`src/rtl/exu_fpu_sched_if.sv`:
```
// FP scheduler bus: decode, FPU control, load return and writeback.
// The master modport is the scheduler's view.
interface exu_fpu_sched_if;
  logic        dec_valid;
  logic [4:0]  dec_rd;
  logic        dec_ready;
  logic        fpu_in_valid;
  logic        fpu_in_ready;
  logic        fpu_finish;
  logic [31:0] fpu_result;
  logic [4:0]  fpu_flags;
  logic        fpu_flush;
  logic        flush_lower;
  logic        ld_wb_valid;
  logic [4:0]  ld_wb_rd;
  logic [31:0] ld_wb_data;
  logic        wb_en;
  logic [4:0]  wb_rd;
  logic [31:0] wb_data;
  logic        fflags_en;
  logic [4:0]  fflags;
  logic [31:0] sb_busy;
  logic        timeout_err;

  modport master (
    input  dec_valid, dec_rd, fpu_in_ready,
    input  fpu_finish, fpu_result, fpu_flags,
    input  flush_lower, ld_wb_valid,
    input  ld_wb_rd, ld_wb_data,
    output dec_ready, fpu_in_valid, fpu_flush,
    output wb_en, wb_rd, wb_data,
    output fflags_en, fflags, sb_busy,
    output timeout_err
  );

  modport slave (
    output dec_valid, dec_rd, fpu_in_ready,
    output fpu_finish, fpu_result, fpu_flags,
    output flush_lower, ld_wb_valid,
    output ld_wb_rd, ld_wb_data,
    input  dec_ready, fpu_in_valid, fpu_flush,
    input  wb_en, wb_rd, wb_data,
    input  fflags_en, fflags, sb_busy,
    input  timeout_err
  );
endinterface

```
`src/rtl/exu_fpu_sched.sv`:
```
// FP op scheduler: one op in flight to the FPU, flush/timeout kill,
// FP regfile write-port arbitration (loads win, FPU result buffered).
module exu_fpu_sched #(
  parameter int MAX_CYC = 64
) (
  input logic            clk,
  input logic            rst_l,
  exu_fpu_sched_if.master bus
);

  typedef enum logic [1:0] {
    S_IDLE, S_ISSUE, S_EXEC, S_WBPEND
  } state_t;

  localparam logic [7:0] LP_LAST = 8'(MAX_CYC - 1);

  state_t      r_state;
  state_t      w_next;
  logic [7:0]  r_cnt;
  logic [4:0]  r_rd;
  logic [31:0] r_sb_busy;
  logic [31:0] r_buf_data;
  logic [4:0]  r_buf_flags;
  logic        r_wb_en;
  logic [4:0]  r_wb_rd;
  logic [31:0] r_wb_data;
  logic        r_fflags_en;
  logic [4:0]  r_fflags;
  logic        r_timeout;

  logic        w_dec_ready;
  logic        w_in_valid;
  logic        w_fpu_flush;
  logic        w_accept;
  logic        w_done;
  logic        w_timeout;
  logic        w_kill;
  logic        w_fpu_wb;
  logic        w_buf_load;
  logic [31:0] w_res;
  logic [4:0]  w_flags;

  // Next state and combinational handshake/kill decode.
  always_comb begin
    w_next      = r_state;
    w_dec_ready = 1'b0;
    w_in_valid  = 1'b0;
    w_fpu_flush = 1'b0;
    w_accept    = 1'b0;
    w_done      = 1'b0;
    w_timeout   = 1'b0;
    unique case (r_state)
      S_IDLE: begin
        w_dec_ready = ~bus.flush_lower;
        if (bus.dec_valid && !bus.flush_lower) begin
          w_accept = 1'b1;
          w_next   = S_ISSUE;
        end
      end
      S_ISSUE: begin
        if (bus.flush_lower) begin
          w_fpu_flush = 1'b1;
          w_next      = S_IDLE;
        end else begin
          w_in_valid = 1'b1;
          if (bus.fpu_in_ready) begin
            if (bus.fpu_finish) begin
              w_done = 1'b1;
              w_next = bus.ld_wb_valid ? S_WBPEND : S_IDLE;
            end else begin
              w_next = S_EXEC;
            end
          end
        end
      end
      S_EXEC: begin
        if (bus.flush_lower) begin
          w_fpu_flush = 1'b1;
          w_next      = S_IDLE;
        end else if (bus.fpu_finish) begin
          w_done = 1'b1;
          w_next = bus.ld_wb_valid ? S_WBPEND : S_IDLE;
        end else if (r_cnt == LP_LAST) begin
          w_timeout   = 1'b1;
          w_fpu_flush = 1'b1;
          w_next      = S_IDLE;
        end
      end
      S_WBPEND: begin
        if (bus.flush_lower || !bus.ld_wb_valid) begin
          w_next = S_IDLE;
        end
      end
      default: w_next = S_IDLE;
    endcase
  end

  assign w_kill = bus.flush_lower & (r_state != S_IDLE);
  assign w_buf_load = w_done & bus.ld_wb_valid;
  assign w_fpu_wb = ~bus.ld_wb_valid &
    (w_done | ((r_state == S_WBPEND) & ~bus.flush_lower));
  assign w_res = (r_state == S_WBPEND) ? r_buf_data : bus.fpu_result;
  assign w_flags = (r_state == S_WBPEND) ? r_buf_flags : bus.fpu_flags;

  // State register.
  always_ff @(posedge clk or negedge rst_l) begin
    if (!rst_l) r_state <= S_IDLE;
    else        r_state <= w_next;
  end

  // EXEC cycle counter, zero whenever the op is not staying in EXEC.
  always_ff @(posedge clk or negedge rst_l) begin
    if (!rst_l) r_cnt <= '0;
    else if (r_state == S_EXEC && w_next == S_EXEC) r_cnt <= r_cnt + 8'd1;
    else r_cnt <= '0;
  end

  // Pending rd scoreboard and one-entry result buffer.
  always_ff @(posedge clk or negedge rst_l) begin
    if (!rst_l) begin
      r_rd        <= '0;
      r_sb_busy   <= '0;
      r_buf_data  <= '0;
      r_buf_flags <= '0;
    end else begin
      if (w_accept) begin
        r_rd      <= bus.dec_rd;
        r_sb_busy <= 32'(1) << bus.dec_rd;
      end else if (w_kill || w_timeout || w_fpu_wb) begin
        r_sb_busy <= '0;
      end
      if (w_buf_load) begin
        r_buf_data  <= bus.fpu_result;
        r_buf_flags <= bus.fpu_flags;
      end
    end
  end

  // Registered regfile write port: load return beats FPU result.
  always_ff @(posedge clk or negedge rst_l) begin
    if (!rst_l) begin
      r_wb_en     <= 1'b0;
      r_wb_rd     <= '0;
      r_wb_data   <= '0;
      r_fflags_en <= 1'b0;
      r_fflags    <= '0;
    end else begin
      r_wb_en     <= 1'b0;
      r_fflags_en <= 1'b0;
      if (bus.ld_wb_valid) begin
        r_wb_en   <= 1'b1;
        r_wb_rd   <= bus.ld_wb_rd;
        r_wb_data <= bus.ld_wb_data;
      end else if (w_fpu_wb) begin
        r_wb_en     <= 1'b1;
        r_wb_rd     <= r_rd;
        r_wb_data   <= w_res;
        r_fflags_en <= 1'b1;
        r_fflags    <= w_flags;
      end
    end
  end

  // Sticky watchdog error, cleared only by reset.
  always_ff @(posedge clk or negedge rst_l) begin
    if (!rst_l)         r_timeout <= 1'b0;
    else if (w_timeout) r_timeout <= 1'b1;
  end

  assign bus.dec_ready    = w_dec_ready;
  assign bus.fpu_in_valid = w_in_valid;
  assign bus.fpu_flush    = w_fpu_flush;
  assign bus.wb_en        = r_wb_en;
  assign bus.wb_rd        = r_wb_rd;
  assign bus.wb_data      = r_wb_data;
  assign bus.fflags_en    = r_fflags_en;
  assign bus.fflags       = r_fflags;
  assign bus.sb_busy      = r_sb_busy;
  assign bus.timeout_err  = r_timeout;

endmodule
```
`src/flat_wrapper.sv`:
```
// flat-port wrapper written by rule: the top's interface ports become plain ports
module exu_fpu_sched_flat 
#(
  parameter int MAX_CYC = 64
)
  (clk, rst_l, bus_dec_valid, bus_dec_rd, bus_fpu_in_ready, bus_fpu_finish, bus_fpu_result, bus_fpu_flags, bus_flush_lower, bus_ld_wb_valid, bus_ld_wb_rd, bus_ld_wb_data, bus_dec_ready, bus_fpu_in_valid, bus_fpu_flush, bus_wb_en, bus_wb_rd, bus_wb_data, bus_fflags_en, bus_fflags, bus_sb_busy, bus_timeout_err);
  exu_fpu_sched_if bus_i ();
  input logic clk;
  input logic rst_l;
  input wire logic [$bits(bus_i.dec_valid)-1:0] bus_dec_valid;
  input wire logic [$bits(bus_i.dec_rd)-1:0] bus_dec_rd;
  input wire logic [$bits(bus_i.fpu_in_ready)-1:0] bus_fpu_in_ready;
  input wire logic [$bits(bus_i.fpu_finish)-1:0] bus_fpu_finish;
  input wire logic [$bits(bus_i.fpu_result)-1:0] bus_fpu_result;
  input wire logic [$bits(bus_i.fpu_flags)-1:0] bus_fpu_flags;
  input wire logic [$bits(bus_i.flush_lower)-1:0] bus_flush_lower;
  input wire logic [$bits(bus_i.ld_wb_valid)-1:0] bus_ld_wb_valid;
  input wire logic [$bits(bus_i.ld_wb_rd)-1:0] bus_ld_wb_rd;
  input wire logic [$bits(bus_i.ld_wb_data)-1:0] bus_ld_wb_data;
  output wire logic [$bits(bus_i.dec_ready)-1:0] bus_dec_ready;
  output wire logic [$bits(bus_i.fpu_in_valid)-1:0] bus_fpu_in_valid;
  output wire logic [$bits(bus_i.fpu_flush)-1:0] bus_fpu_flush;
  output wire logic [$bits(bus_i.wb_en)-1:0] bus_wb_en;
  output wire logic [$bits(bus_i.wb_rd)-1:0] bus_wb_rd;
  output wire logic [$bits(bus_i.wb_data)-1:0] bus_wb_data;
  output wire logic [$bits(bus_i.fflags_en)-1:0] bus_fflags_en;
  output wire logic [$bits(bus_i.fflags)-1:0] bus_fflags;
  output wire logic [$bits(bus_i.sb_busy)-1:0] bus_sb_busy;
  output wire logic [$bits(bus_i.timeout_err)-1:0] bus_timeout_err;
  assign bus_i.dec_valid = bus_dec_valid;
  assign bus_i.dec_rd = bus_dec_rd;
  assign bus_i.fpu_in_ready = bus_fpu_in_ready;
  assign bus_i.fpu_finish = bus_fpu_finish;
  assign bus_i.fpu_result = bus_fpu_result;
  assign bus_i.fpu_flags = bus_fpu_flags;
  assign bus_i.flush_lower = bus_flush_lower;
  assign bus_i.ld_wb_valid = bus_ld_wb_valid;
  assign bus_i.ld_wb_rd = bus_ld_wb_rd;
  assign bus_i.ld_wb_data = bus_ld_wb_data;
  assign bus_dec_ready = bus_i.dec_ready;
  assign bus_fpu_in_valid = bus_i.fpu_in_valid;
  assign bus_fpu_flush = bus_i.fpu_flush;
  assign bus_wb_en = bus_i.wb_en;
  assign bus_wb_rd = bus_i.wb_rd;
  assign bus_wb_data = bus_i.wb_data;
  assign bus_fflags_en = bus_i.fflags_en;
  assign bus_fflags = bus_i.fflags;
  assign bus_sb_busy = bus_i.sb_busy;
  assign bus_timeout_err = bus_i.timeout_err;
  exu_fpu_sched #(.MAX_CYC(MAX_CYC)) u_core (.clk(clk), .rst_l(rst_l), .bus(bus_i));
endmodule
```
`config.mk`:
```
export PLATFORM = sky130hd
export DESIGN_NAME = exu_fpu_sched_flat
export DESIGN_NICKNAME = d
export VERILOG_FILES = /design/src/rtl/exu_fpu_sched_if.sv /design/src/rtl/exu_fpu_sched.sv /design/src/flat_wrapper.sv
export SDC_FILE = /design/constraint.sdc
export NUM_CORES = 1
export LEC_CHECK = 0
export ABC_AREA = 1
export ABC_CLOCK_PERIOD_IN_PS = 2150
export BUFFER_PORTS_ARGS = -buffer_cell sky130_fd_sc_hd__buf_2
export CAP_MARGIN = 0
export CORE_MARGIN = 4
export CORE_UTILIZATION = 40
export DETAILED_ROUTE_END_ITERATION = 8
export PLACE_DENSITY_LB_ADDON = 0.12
export SLEW_MARGIN = 10
export SYNTH_ARGS = -nofsm -noshare
export SYNTH_HDL_FRONTEND = slang
export SYNTH_SLANG_ARGS = --single-unit
```
`constraint.sdc`:
```
create_clock -name clk -period 2.15 [get_ports clk]
set_input_delay 0 -clock clk [delete_from_list [all_inputs] [get_ports clk]]
set_output_delay 0 -clock clk [all_outputs]
set_load 0.01 [all_outputs]
```
==> results of run 1 <==
critical path, delay by kind of cell (launching register included):
family	cells	cell delay [ns]
AOI/OAI and AO/OA	1	0.26
adders and majority gates	1	0.33
DFF	1	0.44
buffers and inverters	2	0.14
and+or+nand+nor	5	0.71
path summary, 6_finish.rpt:
| kind | endpoint | slack, ns | startpoint | cells past startpoint |
|---|---|---|---|---|
| max | u_core.bus.sb_busy[28] | 0.16 | u_core.r_state[0] | 9 |
| min | u_core.r_rd[4] | 0.05 | bus_dec_rd[4] | 4 |
| max reg2reg | u_core.bus.sb_busy[28] | 0.16 | u_core.r_state[0] | 9 |
| min reg2reg | u_core.bus.timeout_err | 0.47 | u_core.bus.timeout_err | 2 |
| max in group asynchronous | u_core.bus.sb_busy[23] | 1.35 | rst_l | 3 |
| min in group asynchronous | u_core.bus.wb_data[14] | 0.06 | rst_l | 2 |
kinds of logic after synthesis:
family                   count (synthesis)  share of synthesized area, %
AND/OR/NAND/NOR                        243                          17.4
flip-flops                             129                          54.2
XOR/XNOR                                 6                         0.883
AO/OA/AOI/OAI                          185                          16.6
buffers and inverters                  137                          9.82
adder cells (fa/ha/maj)                  5                          1.05
where the power goes:
group | total, W | internal (W) | switching [W]
logic | 0.00190 | 0.000756 | 0.00115
clock network | 0.00262 | 0.00152 | 0.00110
registers | 0.00328 | 0.00303 | 0.000253
cell type report:
class / count / area (um^2) / area share [%]
tap: 184 / 230 / 2.76
multi-input combinational: 439 / 2160 / 25.8
inverter: 95 / 357 / 4.27
clock buffer: 19 / 443 / 5.31
clock inverter: 13 / 108 / 1.29
sequential: 129 / 3230 / 38.7
timing repair buffer: 264 / 1830 / 21.9
sequential cells by signal, summed over array words and instances (netlist names):
signal and flops:
u_core.bus.fflags_en 1, u_core.bus.sb_busy 32, u_core.bus.wb_rd 5, u_core.r_buf_data 32
u_core.r_state 2, u_core.bus.timeout_err 1, u_core.bus.fflags 5, u_core.bus.wb_en 1
u_core.r_rd 5, u_core.r_cnt 8, u_core.bus.wb_data 32, u_core.r_buf_flags 5
synthesized netlist by cell type (10+ instances only):
cell type | instances | area share (%)
o22ai_1 | 29 | 3.0
dfrtp_1 | 129 | 54
o21ai_0 | 138 | 12
nand3_1 | 12 | 1.0
inv_1 | 89 | 5.6
o21ai_1 | 13 | 1.1
nand4_1 | 16 | 1.7
nor3_1 | 10 | 0.84
buf_2 | 19 | 1.6
nor2_1 | 14 | 0.88
clkbuf_1 | 15 | 0.95
nand2_1 | 181 | 11
timing repair:
| item | in CTS | in global routing |
|---|---|---|
| hold buffers | 87 | 0 |
| resized for setup | 0 | 1 |
| hold endpoints to repair | 210 | 0 |
| endpoints found under the setup margin | 0 | 1 |
routing by layer:
metal	global-route usage [%]	up-vias
li1	-	2763
met1	26.2	2560
met2	31.8	192
met3	4.71	27
met4	8.56	0
met5	0	-
per-stage QoR:
stage | setup slack, ns | total power, W | cell area (um^2)
2_1_floorplan | 0.621 | 0.00445 | 5950
3_3_place_gp | 0.292 | 0.00502 | 6920
3_5_place_dp | 0.173 | 0.00509 | 6920
4_1_cts | 0.184 | 0.00788 | 8340
5_1_grt | 0.00199 | 0.00832 | 8350
6_report | 0.164 | 0.00780 | 8350
==> results.sh, run 1 <==
export IMPL_whs_ns=0.0497
export IMPL_nFillCells=1297
export IMPL_hold_viol=0
export IMPL_synth_ff_type="dfrtp_1"
export IMPL_numCtsBuffers=17
export IMPL_gr_usage_all_layers_pct=20.0
export IMPL_wl_met2_mm=7.65
export IMPL_die_h_um=130
export IMPL_setup_viol=0
export IMPL_status="completed"
export IMPL_grt_pass1_wl_mm=26.8
export IMPL_ys_async_sr_fraction_pct=100
export IMPL_syn_area_per_cell_um2=8.44
export IMPL_grt_remaining_overflow=0
export IMPL_highest_layer="met4"
export IMPL_start_kind="flop"
export IMPL_hold_path_class="input port to flop"
export IMPL_synth_area_um2=5950
export IMPL_final_nets=1037
export IMPL_dp_hpwl_mm=10.6
export IMPL_vias=5542
export IMPL_maxCapViolCount=0
export IMPL_diodes=0
export IMPL_p_per_area_nw_per_um2=934
export IMPL_peakVddDrop_v=0.000569
export IMPL_cts_tree="yes"
export IMPL_drtIter0Drc=371
export IMPL_tightest_slew_ns=0.555
export IMPL_dieArea_um2=16900
export IMPL_route_detailed_drc=0
export IMPL_drtAntennaViolNets=0
export IMPL_dr_pass1_iters=5
export IMPL_io_pins=166
export IMPL_cts_root_buffer="clkbuf_16"
export IMPL_fin_crit_ns=1.99
export IMPL_synth_yosys_seq_area_share_pct=54.2
export IMPL_htreeDepth=4
export IMPL_clk_latency_ns=0.41
export IMPL_io_buffers=165
export IMPL_finalClockSkew_ns=0.00850
export IMPL_cts_buffer_depth=2
export IMPL_cts_sinks=129
export IMPL_routedLengthMet1_mm=7.31
export IMPL_start_util_pct=41.0
export IMPL_leakage_nw=4.00
export IMPL_cts_setup_buffers=0
export IMPL_synth_edf_count=0
export IMPL_cp_max_fo=32
export IMPL_rsz0062_at_grt="false"
export IMPL_synth_nets=796
export IMPL_mostFrequentLayoutCell="nand2_1"
export IMPL_yosysUniqueCellTypes=29
export IMPL_finalNonFillerCells=1143
export IMPL_ys_warn_count=0
export IMPL_required_ns=2.47
export IMPL_grt_max_degree=75
export IMPL_grt_antenna_before_repair=0
export IMPL_gp_congestion=0.790
export IMPL_clk_pin_slew_ns=0.06
export IMPL_dp_cells=1024
export IMPL_critPathSlowestCell="dfrtp_1"
export IMPL_vias_per_cell=4.85
export IMPL_die_w_um=130
export IMPL_layout_drive_gt1_share_pct=23.5
export IMPL_grt_pass1_vias=5519
export IMPL_critical_path_max_stage_delay_ns=0.44
export IMPL_coreArea_um2=14500
export IMPL_slew_headroom_pct=63.0
export IMPL_max_freq_ghz=0.504
export IMPL_final_cell_mix="nand2_1 (181), buf_2 (164), o21ai_0 (138), dfrtp_1 (129), inv_1 (89)"
export IMPL_wl_mm=16.3
export IMPL_fin_crit_sh_pct=92.4
export IMPL_synth_cells=705
export IMPL_crit_chain="inv_1 -> ha_1 -> nand2_1 -> inv_1 -> nand2_1 -> nand2_2 -> nand2_2 -> nand3b_4 -> o22ai_1"
export IMPL_synth_seq_cells=129
export IMPL_worstPathArrival_ns=2.30
export IMPL_wl_per_cell_um=14.3
export IMPL_worstSetupPathType="flop to flop"
export IMPL_num_rows=44
export IMPL_end_kind="flop"
export IMPL_area_growth_pct=40.3
export IMPL_fin_tns_setup_ns=0
export IMPL_wl_met3_mm=1.07
export IMPL_slew_viol_final=0
export IMPL_fin_util_pct=57.4
Power figures use the tool's default switching activity.
==> run 2, diff against run 1 <==
Settings changed: CORE_UTILIZATION 40 to 52.
==> results.sh, run 2 (synthesis results as in run 1) <==
export IMPL_fin_crit_ns=1.99
export IMPL_dieArea_um2=13200
export IMPL_rsz0062_at_grt="false"
export IMPL_p_per_area_nw_per_um2=1000
export IMPL_status="completed"
export IMPL_htreeDepth=4
export IMPL_fin_tns_setup_ns=0
export IMPL_maxCapViolCount=0
export IMPL_die_h_um=115
export IMPL_met3_usage_pct=6.74
export IMPL_io_buffers=165
export IMPL_worstSetupPathType="flop to flop"
export IMPL_grt_remaining_overflow=0
export IMPL_diodes=0
export IMPL_fin_crit_sh_pct=92.5
export IMPL_critPathSlowestCell="dfrtp_1"
export IMPL_peakVddDrop_v=0.000720
export IMPL_coreArea_um2=11000
export IMPL_busiest_layer="met2"
export IMPL_num_rows=38
export IMPL_start_kind="flop"
export IMPL_vias_per_cell=5.17
export IMPL_cts_root_buffer="clkbuf_16"
export IMPL_required_ns=2.47
export IMPL_drtIter0Drc=421
export IMPL_die_w_um=115
export IMPL_nFillCells=788
export IMPL_gr_usage_met2_pct=40.6
export IMPL_gr_usage_all_layers_pct=25.3
export IMPL_drtAntennaViolNets=0
export IMPL_vias=5646
export IMPL_dp_hpwl_mm=9.70
export IMPL_leakage_nw=4.03
export IMPL_grt_max_degree=130
export IMPL_critical_path_max_stage_delay_ns=0.46
export IMPL_route_detailed_drc=0
export IMPL_cts_buffer_depth=2
export IMPL_grt_pass1_wl_mm=26.5
export IMPL_fin_util_pct=75.7
export IMPL_start_util_pct=54.0
export IMPL_fin_ws_ns=0.162
export IMPL_crit_chain="inv_1 -> ha_1 -> nand2_1 -> inv_1 -> nand2_1 -> nand2_2 -> nand2_2 -> nand3b_4 -> o22ai_1"
export IMPL_use_met1_pct=32.6
export IMPL_cts_sinks=129
export IMPL_layout_drive_gt1_share_pct=23.2
export IMPL_slew_viol_final=0
export IMPL_wl_mm=16.1
export IMPL_wl_per_cell_um=14.7
export IMPL_area_growth_pct=40.4
export IMPL_final_nets=1030
export IMPL_final_cell_mix="nand2_1 (180), buf_2 (164), o21ai_0 (138), dfrtp_1 (129), inv_1 (89)"
export IMPL_pre_cts_slack_ns=0.188
export IMPL_finalClockSkew_ns=0.00520
export IMPL_setup_viol=0
export IMPL_end_kind="flop"
export IMPL_hold_path_class="input port to flop"
export IMPL_worstPathArrival_ns=2.31
export IMPL_clk_pin_slew_ns=0.06
export IMPL_hold_viol=0
export IMPL_max_freq_ghz=0.503
export IMPL_whs_ns=0.0808
export IMPL_clk_latency_ns=0.42
export IMPL_tightest_slew_ns=0.679
export IMPL_dr_pass1_iters=6
export IMPL_numCtsBuffers=17
export IMPL_cp_max_fo=32
export IMPL_gp_congestion=0.872
export IMPL_grt_pass1_vias=5591
export IMPL_cts_tree="yes"
export IMPL_slew_headroom_pct=54.7
export IMPL_mostFrequentLayoutCell="nand2_1"
export IMPL_grt_antenna_before_repair=0
export IMPL_io_pins=166
[run 2: cell types whose count changed in the layout (fill, tap and decap cells not counted), moves of 2 or more]
cell,delta
inv_6,-2
clkinv_4,-2
buf_4,-6
dlygate4sd3_1,-2
bufinv_16,+5
[run 2: worst paths after layout]
check / startpoint / depth (start not counted) / endpoint / slack, ns
setup / recovery: u_core.r_state[0] / 9 / u_core.bus.sb_busy[31] / 0.16
hold reg to reg: u_core.bus.timeout_err / 2 / u_core.bus.timeout_err / 0.46
min in group asynchronous: rst_l / 3 / u_core.bus.wb_data[18] / 0.23
hold / removal: bus_dec_valid / 5 / u_core.r_rd[3] / 0.08
max in group asynchronous: rst_l / 3 / u_core.r_buf_data[26] / 1.43
setup reg to reg: u_core.r_state[0] / 9 / u_core.bus.sb_busy[31] / 0.16
[run 2: through the flow]
stage	cell area [um^2]	power [W]	cells
finish	8360	0.00838	1092
global route	8360	0.00889	1092
CTS	8350	0.00840	1092
detailed placement	6840	0.00504	975
global placement	6840	0.00497	975
floorplan	5950	0.00445	705
[run 2: cell type report]
cell class                      instances  area [um^2]  area share [%]
Timing Repair Buffer                  257         1780            21.3
Tap cell                              140          175            2.10
Clock inverter                         13          209            2.50
Multi-Input combinational cell        439         2150            25.8
Inverter                               95          357            4.27
Sequential cell                       129         3230            38.6
Clock buffer                           19          453            5.42
[run 2: routing by layer]
metal	up-vias	part of all wire, %
li1	2755	-
met2	225	48
met4	0	2.6
met5	-	0
met1	2630	42
met3	36	7.2
[run 2: critical path, delay by kind of cell (launching register included)]
kind                       cells  cell delay, ns
AOI/OAI and AO/OA              1            0.26
and+or+nand+nor                5            0.70
DFF                            1            0.46
buffers and inverters          2            0.14
adders and majority gates      1            0.32
[run 2: repair_timing]
action | 4_1_cts | 5_1_grt
gates resized for setup | 0 | 1
endpoints found under the hold margin | 223 | 0
setup buffers | 0 | 0
endpoints found under the setup margin | 0 | 2
hold buffers | 85 | 0
[run 2: power breakdown]
part / internal (W) / switching, W / leakage, nW / total, W
clock network: 0.00212 / 0.00109 / 0.315 / 0.00321
logic: 0.000747 / 0.00116 / 2.12 / 0.00190
registers: 0.00303 / 0.000243 / 1.60 / 0.00327
total: 0.00589 / 0.00249 / 4.03 / 0.00838
==> run 3, diff against run 2 <==
Settings changed: CELL_PAD_IN_SITES_DETAIL_PLACEMENT set to 1, CELL_PAD_IN_SITES_GLOBAL_PLACEMENT set to 2, CORE_MARGIN 4 to 2, CORE_UTILIZATION 52 to 30.
==> results.sh, run 3 (synthesis results as in run 1) <==
export IMPL_grt_pass1_vias=5948
export IMPL_wl_met2_mm=9.11
export IMPL_drtAntennaViolNets=0
export IMPL_nFillCells=2348
export IMPL_vias=5615
export IMPL_cts_root_buffer="clkbuf_16"
export IMPL_layout_drive_gt1_share_pct=23.7
export IMPL_fin_crit_ns=1.94
export IMPL_grt_max_degree=75
export IMPL_cts_tree="yes"
export IMPL_finalNonFillerCells=1224
export IMPL_start_util_pct=30.6
export IMPL_combPwrFrac_pct=24.1
export IMPL_cp_max_fo=12
export IMPL_reg2reg_to="u_core.bus.wb_rd[2]"
export IMPL_drtIter0Drc=233
export IMPL_worstPathArrival_ns=2.25
export IMPL_clk_pin_slew_ns=0.06
export IMPL_gp_congestion=0.759
export IMPL_slew_viol_final=0
export IMPL_internal_power_w=0.00544
export IMPL_dr_pass1_iters=4
export IMPL_pwr_share_clk_pct=35.7
export IMPL_seqPwrFrac_pct=40.2
export IMPL_die_w_um=145
export IMPL_gr_usage_all_layers_pct=17.8
export IMPL_rsz0062_at_grt="false"
export IMPL_coreArea_um2=19500
export IMPL_hold_viol=0
export IMPL_slew_headroom_pct=66.0
export IMPL_grt_remaining_overflow=0
export IMPL_end_kind="flop"
export IMPL_fin_tns_setup_ns=0
export IMPL_grt_pass1_wl_mm=29.3
export IMPL_multi_input_area_um2=2170
export IMPL_reg2regPathDepth=11
export IMPL_leakage_nw=4.05
export IMPL_wl_mm=18.3
export IMPL_setup_viol=0
export IMPL_netSwitchingPower_w=0.00267
export IMPL_grt_antenna_before_repair=1
export IMPL_io_buffers=165
export IMPL_clk_latency_ns=0.43
export IMPL_diodes=0
export IMPL_hold_path_depth=4
export IMPL_cts_sinks=129
export IMPL_tightest_slew_ns=0.509
export IMPL_vias_per_cell=4.59
export IMPL_finalClockSkew_ns=0.0111
export IMPL_route_detailed_drc=0
export IMPL_rr_startpoint="u_core.r_state[0]"
export IMPL_num_rows=51
export IMPL_htreeDepth=4
export IMPL_dp_hpwl_mm=12.1
export IMPL_dp_cells=1106
export IMPL_final_nets=1037
export IMPL_total_power_w=0.00811
export IMPL_dieArea_um2=21000
export IMPL_cts_buffer_depth=2
export IMPL_area_growth_pct=42.8
export IMPL_highest_layer="met4"
export IMPL_mostFrequentLayoutCell="nand2_1"
export IMPL_wl_met3_um=738
export IMPL_hold_path_class="input port to flop"
export IMPL_fin_crit_sh_pct=90.2
export IMPL_final_cell_mix="nand2_1 (181), buf_2 (164), o21ai_0 (138), dfrtp_1 (129), inv_1 (89)"
export IMPL_hp_start="bus_dec_rd[4]"
export IMPL_routedLengthMet1_mm=8.21
export IMPL_required_ns=2.46
export IMPL_wl_per_cell_um=15.0
export IMPL_p_per_area_nw_per_um2=954
export IMPL_r2r_setup_slack_ns=0.21
export IMPL_start_kind="flop"
export IMPL_switching_share_pct=32.9
export IMPL_max_freq_ghz=0.515
export IMPL_peakVddDrop_v=0.000571
export IMPL_status="completed"
export IMPL_worstSetupPathType="flop to flop"
export IMPL_fin_util_pct=43.7
export IMPL_io_pins=166
export IMPL_register_area_um2=3230
export IMPL_cts_setup_buffers=0
export IMPL_design_area_um2=8500
export IMPL_maxCapViolCount=0
export IMPL_numCtsBuffers=17
export IMPL_hold_end="u_core.r_rd[4]"
export IMPL_die_h_um=145
export IMPL_placed_area_um2=7050
-- run 3: worst max-delay path, stage by stage, from the launching register on --
cell	delay, ns
dfrtp_1	0.44
inv_1	0.09
ha_1	0.31
nand2_1	0.07
inv_1	0.04
nand2_1	0.13
nand2_2	0.10
nand2_2	0.16
buf_4	0.22
inv_1	0.12
nand2_1	0.09
nand3_1	0.06
-- run 3: how the worst max path moves through the flow --
stage,slack (ns),from,to
3_5_place_dp,0.18,u_core.r_state[0],u_core.bus.sb_busy[14]
4_1_cts,0.17,u_core.r_state[0],u_core.bus.sb_busy[6]
2_1_floorplan,0.62,u_core.r_state[0],u_core.bus.sb_busy[13]
6_report,0.21,u_core.r_state[0],u_core.bus.wb_rd[2]
5_1_grt,0.02,u_core.r_state[0],u_core.bus.wb_rd[2]
3_3_place_gp,0.29,u_core.r_state[0],u_core.bus.sb_busy[26]
-- run 3: layout make-up --
class,count,area share (%)
timing repair buffer,263,21.5
clock buffer,17,5.00
multi-input combinational,440,25.5
inverter,95,4.19
clock inverter,15,1.88
sequential,129,38.0
tap,265,3.90
-- run 3: power groups by stage --
stage / sequential (W) / combinational (W) / clock, W
global route: 0.00334 / 0.00225 / 0.00308
floorplan: 0.00336 / 0.00109 / 0
CTS: 0.00327 / 0.00196 / 0.00298
detailed placement: 0.00331 / 0.00182 / 0
global placement: 0.00329 / 0.00176 / 0
finish: 0.00326 / 0.00195 / 0.00290
-- run 3: metrics by stage --
step | worst slack (ns) | hold slack, ns
detailed placement | 0.180 | -0.0307
finish | 0.210 | 0.0130
global route | 0.0246 | 0.0668
global placement | 0.292 | -0.0365
floorplan | 0.621 | -0.296
CTS | 0.171 | 0.00208
-- run 3: layer usage --
layer  track usage [%]  vias up
met5                 0        -
met4              5.42        0
met3              3.75       21
met2              30.7      110
met1              22.4     2708
li1                  -     2776
-- run 3: timing repair --
item                                    4_1_cts  5_1_grt
hold buffers                                 85        0
endpoints found under the setup margin        0        7
resized for setup                             0        1
endpoints found under the hold margin       199        0
